[config.mk]
export PLATFORM = sky130hd
export DESIGN_NAME = led_shifter_2
export DESIGN_NICKNAME = d
export VERILOG_FILES = /design/src/rtl/led_shifter_pkg.sv /design/src/rtl/tick_prescaler.sv /design/src/rtl/led_shifter_2.sv
export SDC_FILE = /design/constraint.sdc
export NUM_CORES = 1
export LEC_CHECK = 0
export BUFFER_PORTS_ARGS = -buffer_cell sky130_fd_sc_hd__clkbuf_2
export CELL_PAD_IN_SITES_DETAIL_PLACEMENT = 1
export CELL_PAD_IN_SITES_GLOBAL_PLACEMENT = 2
export CORE_ASPECT_RATIO = 0.6
export CORE_UTILIZATION = 36
export DETAILED_ROUTE_END_ITERATION = 6
export PLACE_DENSITY_LB_ADDON = 0.1
export SYNTH_ARGS = -nofsm -noshare
export SYNTH_HDL_FRONTEND = slang
export SYNTH_SLANG_ARGS = --single-unit
[constraint.sdc]
create_clock -name clk -period 3.1 [get_ports clk]
set_clock_uncertainty 0.1 [all_clocks]
set_input_delay 0.465 -clock clk [delete_from_list [all_inputs] [get_ports clk]]
set_output_delay 0.465 -clock clk [all_outputs]
set_load 0.01 [all_outputs]
[src/rtl/led_shifter_pkg.sv]
// Shared encodings for the LED shifter: operating modes and shift direction.
package led_shifter_pkg;

  typedef enum logic [1:0] {
    MODE_MANUAL = 2'd0,
    MODE_ROTATE = 2'd1,
    MODE_BOUNCE = 2'd2
  } mode_e;

  typedef enum logic {
    DIR_LEFT  = 1'b0,
    DIR_RIGHT = 1'b1
  } dir_e;

  // MANUAL -> ROTATE -> BOUNCE -> MANUAL; the unused code 3 falls back to MANUAL.
  function automatic mode_e next_mode(input mode_e m);
    case (m)
      MODE_MANUAL: return MODE_ROTATE;
      MODE_ROTATE: return MODE_BOUNCE;
      default:     return MODE_MANUAL;
    endcase
  endfunction

  function automatic dir_e flip_dir(input dir_e d);
    return (d == DIR_LEFT) ? DIR_RIGHT : DIR_LEFT;
  endfunction

endpackage

[src/rtl/tick_prescaler.sv]
// Free-running divider producing a one-cycle tick every TICK_DIV enabled clocks.
module tick_prescaler #(
  parameter int TICK_DIV = 25000000
) (
  input  logic clk,
  input  logic sync_reset,
  input  logic enable,
  input  logic clear,
  output logic tick
);

  localparam int CW = $clog2(TICK_DIV);
  localparam logic [CW-1:0] LAST = CW'(TICK_DIV - 1);

  logic [CW-1:0] count_q;

  // Held at zero while disabled so every enable starts a full period.
  always_ff @(posedge clk) begin
    if (sync_reset || clear || !enable || (count_q == LAST)) begin
      count_q <= '0;
    end else begin
      count_q <= count_q + CW'(1);
    end
  end

  assign tick = enable && (count_q == LAST);

endmodule

[src/rtl/led_shifter_2.sv]
// LED pattern register with manual shifting, automatic rotation and bouncing,
// driven by one-cycle button pulses and a divided auto-step tick.
module led_shifter_2
  import led_shifter_pkg::*;
#(
  parameter int WIDTH    = 8,
  parameter int TICK_DIV = 25000000
) (
  input  logic             clk,
  input  logic             sync_reset,
  input  logic             button0_re,
  input  logic             button1_re,
  input  logic             button2_re,
  input  logic             button3_re,
  output logic [WIDTH-1:0] out,
  output logic [1:0]       mode,
  output logic             dir
);

  mode_e            mode_q;
  dir_e             dir_q;
  logic [WIDTH-1:0] out_q;
  logic             tick;
  logic             auto_en;

  assign auto_en = (mode_q != MODE_MANUAL);

  // A mode change restarts the step period from zero.
  tick_prescaler #(.TICK_DIV(TICK_DIV)) u_prescaler (
    .clk        (clk),
    .sync_reset (sync_reset),
    .enable     (auto_en),
    .clear      (button2_re),
    .tick       (tick)
  );

  function automatic logic [WIDTH-1:0] rotate(input logic [WIDTH-1:0] v, input dir_e d);
    return (d == DIR_RIGHT) ? {v[0], v[WIDTH-1:1]} : {v[WIDTH-2:0], v[WIDTH-1]};
  endfunction

  function automatic logic [WIDTH-1:0] shift_in(input logic [WIDTH-1:0] v, input dir_e d,
                                                input logic b);
    return (d == DIR_RIGHT) ? {b, v[WIDTH-1:1]} : {v[WIDTH-2:0], b};
  endfunction

  // Priority: mode > direction (may combine with a ROTATE tick) > tick > manual shift.
  always_ff @(posedge clk) begin
    if (sync_reset) begin
      out_q  <= '0;
      mode_q <= MODE_MANUAL;
      dir_q  <= DIR_LEFT;
    end else if (button2_re) begin
      mode_q <= next_mode(mode_q);
      if ((mode_q == MODE_MANUAL) && (out_q == '0)) begin
        out_q <= {{(WIDTH-1){1'b0}}, 1'b1};
      end
    end else if (button3_re) begin
      dir_q <= flip_dir(dir_q);
      if (tick && (mode_q == MODE_ROTATE)) begin
        out_q <= rotate(out_q, flip_dir(dir_q));
      end
    end else if (tick) begin
      case (mode_q)
        MODE_ROTATE: out_q <= rotate(out_q, dir_q);
        MODE_BOUNCE: begin
          if ((dir_q == DIR_LEFT) && out_q[WIDTH-1]) begin
            dir_q <= DIR_RIGHT;
          end else if ((dir_q == DIR_RIGHT) && out_q[0]) begin
            dir_q <= DIR_LEFT;
          end else begin
            out_q <= rotate(out_q, dir_q);
          end
        end
        default: ;
      endcase
    end else if ((mode_q == MODE_MANUAL) && (button0_re || button1_re)) begin
      out_q <= shift_in(out_q, dir_q, !button0_re);
    end
  end

  assign out  = out_q;
  assign mode = mode_q;
  assign dir  = dir_q;

endmodule

==> run summary <==
CTS Root Cell - clkbuf_8
Fillers - 586
Cell Area, Placed - 2000 um^2
CP Launch Type - flip-flop
WS Path Type - flip-flop to flip-flop
Largest family of logic cells by synthesized area - simple AND/OR/NAND/NOR gates
Clock share of power - 44.7%
Placer congestion estimate - 0.786
Max Cap Viol - 0
Fin. Hold Viols - 0
CTS tree - yes
Grt total ovfl - 0
Top cell type's share of synthesized area - 38.4%
Layout cells sized above 1 - 15.9%
Remaining DRCs - 0
Detailed placement HPWL - 3440 um
Port Buffers - 16
Leakage - 0.000735 uW
Final WL - 4760 um
Tcrit/Tclk final - 90.3%
Post-route setup TNS - 0 ns
Sequential share of the synthesized area - 38.4%
Worst-path clk slew - 0.08 ns
Drt pass-1 iters - 4
Num rows - 19
Clk sink count - 36
Share of power burned in registers - 46.6%
Syn Nets - 223
Ys async rst share - 0%
Final setup fails - 0
NumNets Final - 238
CP endpoint kind - flip-flop
DR vias/cell - 5.36
Adder-cell share of the synthesized area - 0.666%
Unique masters post-synth - 42
Post-cts resize count - 0
Post-Synth Simple-Gate Area - 30.2%
Synth top area cells - dfxtp_1, xor2_1, nor2_1
Number of flops mapped to enable cells by yosys - 0
Place WS - 0.350 ns
Postcts setup bufs - 0
RSZ-0062 raised after global routing - no
Diode count - 0
Mux contribution to synthesized area - 6.53%
Pwr dens - 489 nW/um^2
H-tree levels - 2
Share of total power in combinational logic - 8.7%
Ports - 17
Initial Utilization - 39.3%
Final design utilization - 44.5%
Routed Antenna Nets - 0
Die Width - 95.2 um
Syn Std Cell Area - 1880 um^2
Skew-Pair Late Insertion Delay - 0.30 ns
Measured slew at the worst slew-check pin - 0.845 ns
HP Class - flip-flop to flip-flop
Max-slew headroom - 43.7%
Post-Syn Area per Cell - 8.69 um^2
Largest net degree at the start of global routing - 26
DIE AREA - 5520 um^2
DR vias - 1582
Post-CTS Hold Buffers - 0
Met3 Wirelength - 176 um
YS warnings - 0
Outcome - finished, final reports clean
Fin crit period - 2.80 ns
Met2 WL post-DR - 1800 um
Initial antenna violation count - 0
Vias in the first global route - 1544
Final instance area - 2130 um^2
Cell internal pwr - 789 uW
Metal1 wirelength - 2730 um
WP data required - 3.23 ns
CTS buffer count - 5
Most frequent cells in the layout - nor2_1, dfxtp_1, xor2_1
Sw Pwr - 251 uW
Synth Flop Type - dfxtp_1
Core Box Area - 4780 um^2
Synth Area in Compound Gates - 10.7%
CP Max Fanout - 14
Sw Ratio - 24.1%
Iteration-0 DRC Markers - 71
Slew Limit Fails - 0
Leading area contributor after synthesis - dfxtp_1
First-pass GRT wire length - 7920 um
Wire length per cell - 16.1 um
Synth Area in XOR/XNOR - 10.7%
Area grow syn2layout - 13.3%
Gr usage total - 19.3%
#FFs+latches synth - 36
Die Y - 57.9 um
Fmax - 357 MHz
Longest Clk Path Bufs - 2
Max VDD drop - 0.000174 V
Syn Inst Count - 216
Critical path data arrival time - 2.92 ns
Highest metal used - met4
Setup WS post-layout - 0.302 ns
worst paths after layout:
kind                                             start                endpoint  cells after the start  slack (ns)
worst min-delay path            u_prescaler.count_q[0]  u_prescaler.count_q[0]                      1        0.37
worst min register to register  u_prescaler.count_q[0]  u_prescaler.count_q[0]                      1        0.37
worst max register to register  u_prescaler.count_q[0]                  out[2]                      7        0.30
worst max-delay path            u_prescaler.count_q[0]                  out[2]                      7        0.30
logic make-up after synthesis:
logic type | count (synthesis)
AND/OR/NAND/NOR | 102
flip-flops | 36
AO/OA/AOI/OAI | 31
XOR/XNOR | 23
multiplexers | 12
buffers and inverters | 11
adder cells (fa/ha/maj) | 1
worst max-delay path: stages, from the launching register on:
cell       delay (ns)
dfxtp_1          0.38
ha_1             0.23
and4_1           0.36
nand3_2          0.22
nor4_2           0.36
o2bb2ai_1        0.34
or4_1            0.56
a21oi_1          0.17
metrics by stage:
step | instances | power (uW) | hold slack [ns]
after floorplan | 216 | 557 | 0.330
after global placement | 287 | 582 | 0.342
after detailed placement | 287 | 585 | 0.352
after CTS | 295 | 1060 | 0.371
after global routing | 295 | 1090 | 0.386
final | 295 | 1040 | 0.365
power groups by stage:
stage	Sequential [uW]	Clock [uW]	Combinational [uW]
2_1_floorplan	492	0	65.3
3_3_place_gp	494	0	87.9
3_5_place_dp	495	0	89.6
4_1_cts	484	483	90.8
5_1_grt	486	508	100
6_report	484	465	90.2
layout make-up:
type                       count  area (um^2)  area share [%]
multi-input combinational    169         1100            51.9
inverter                       1         3.75           0.176
clock inverter                 1         30.0            1.41
sequential                    36          721            33.9
tap                           63         78.8            3.70
timing repair buffer          18         95.1            4.47
clock buffer                   7         96.3            4.53
routing by layer:
| layer | track usage (%) | vias up |
|---|---|---|
| met5 | 0 | - |
| met4 | 6.49 | 0 |
| met3 | 5.12 | 5 |
| met2 | 25.4 | 29 |
| met1 | 29.8 | 750 |
| li1 | - | 798 |
state kept, by name, summed over array words and instances (netlist names):
| register | cells |
|---|---|
| u_prescaler.count_q | 25 |
| mode | 2 |
| dir | 1 |
| out | 8 |
cells in the mapped netlist, types with 5 or more instances:
cell      number
nand2_1       13
clkbuf_1       5
nor2_1        36
nand3_1        7
nand4_1        5
xnor2_1        6
mux2i_1       10
or4_1          7
dfxtp_1       36
and4_1         5
a21oi_1       13
nor3_1         6
o21ai_0        8
xor2_1        17
Note: power is estimated with default switching activity, not from simulation.
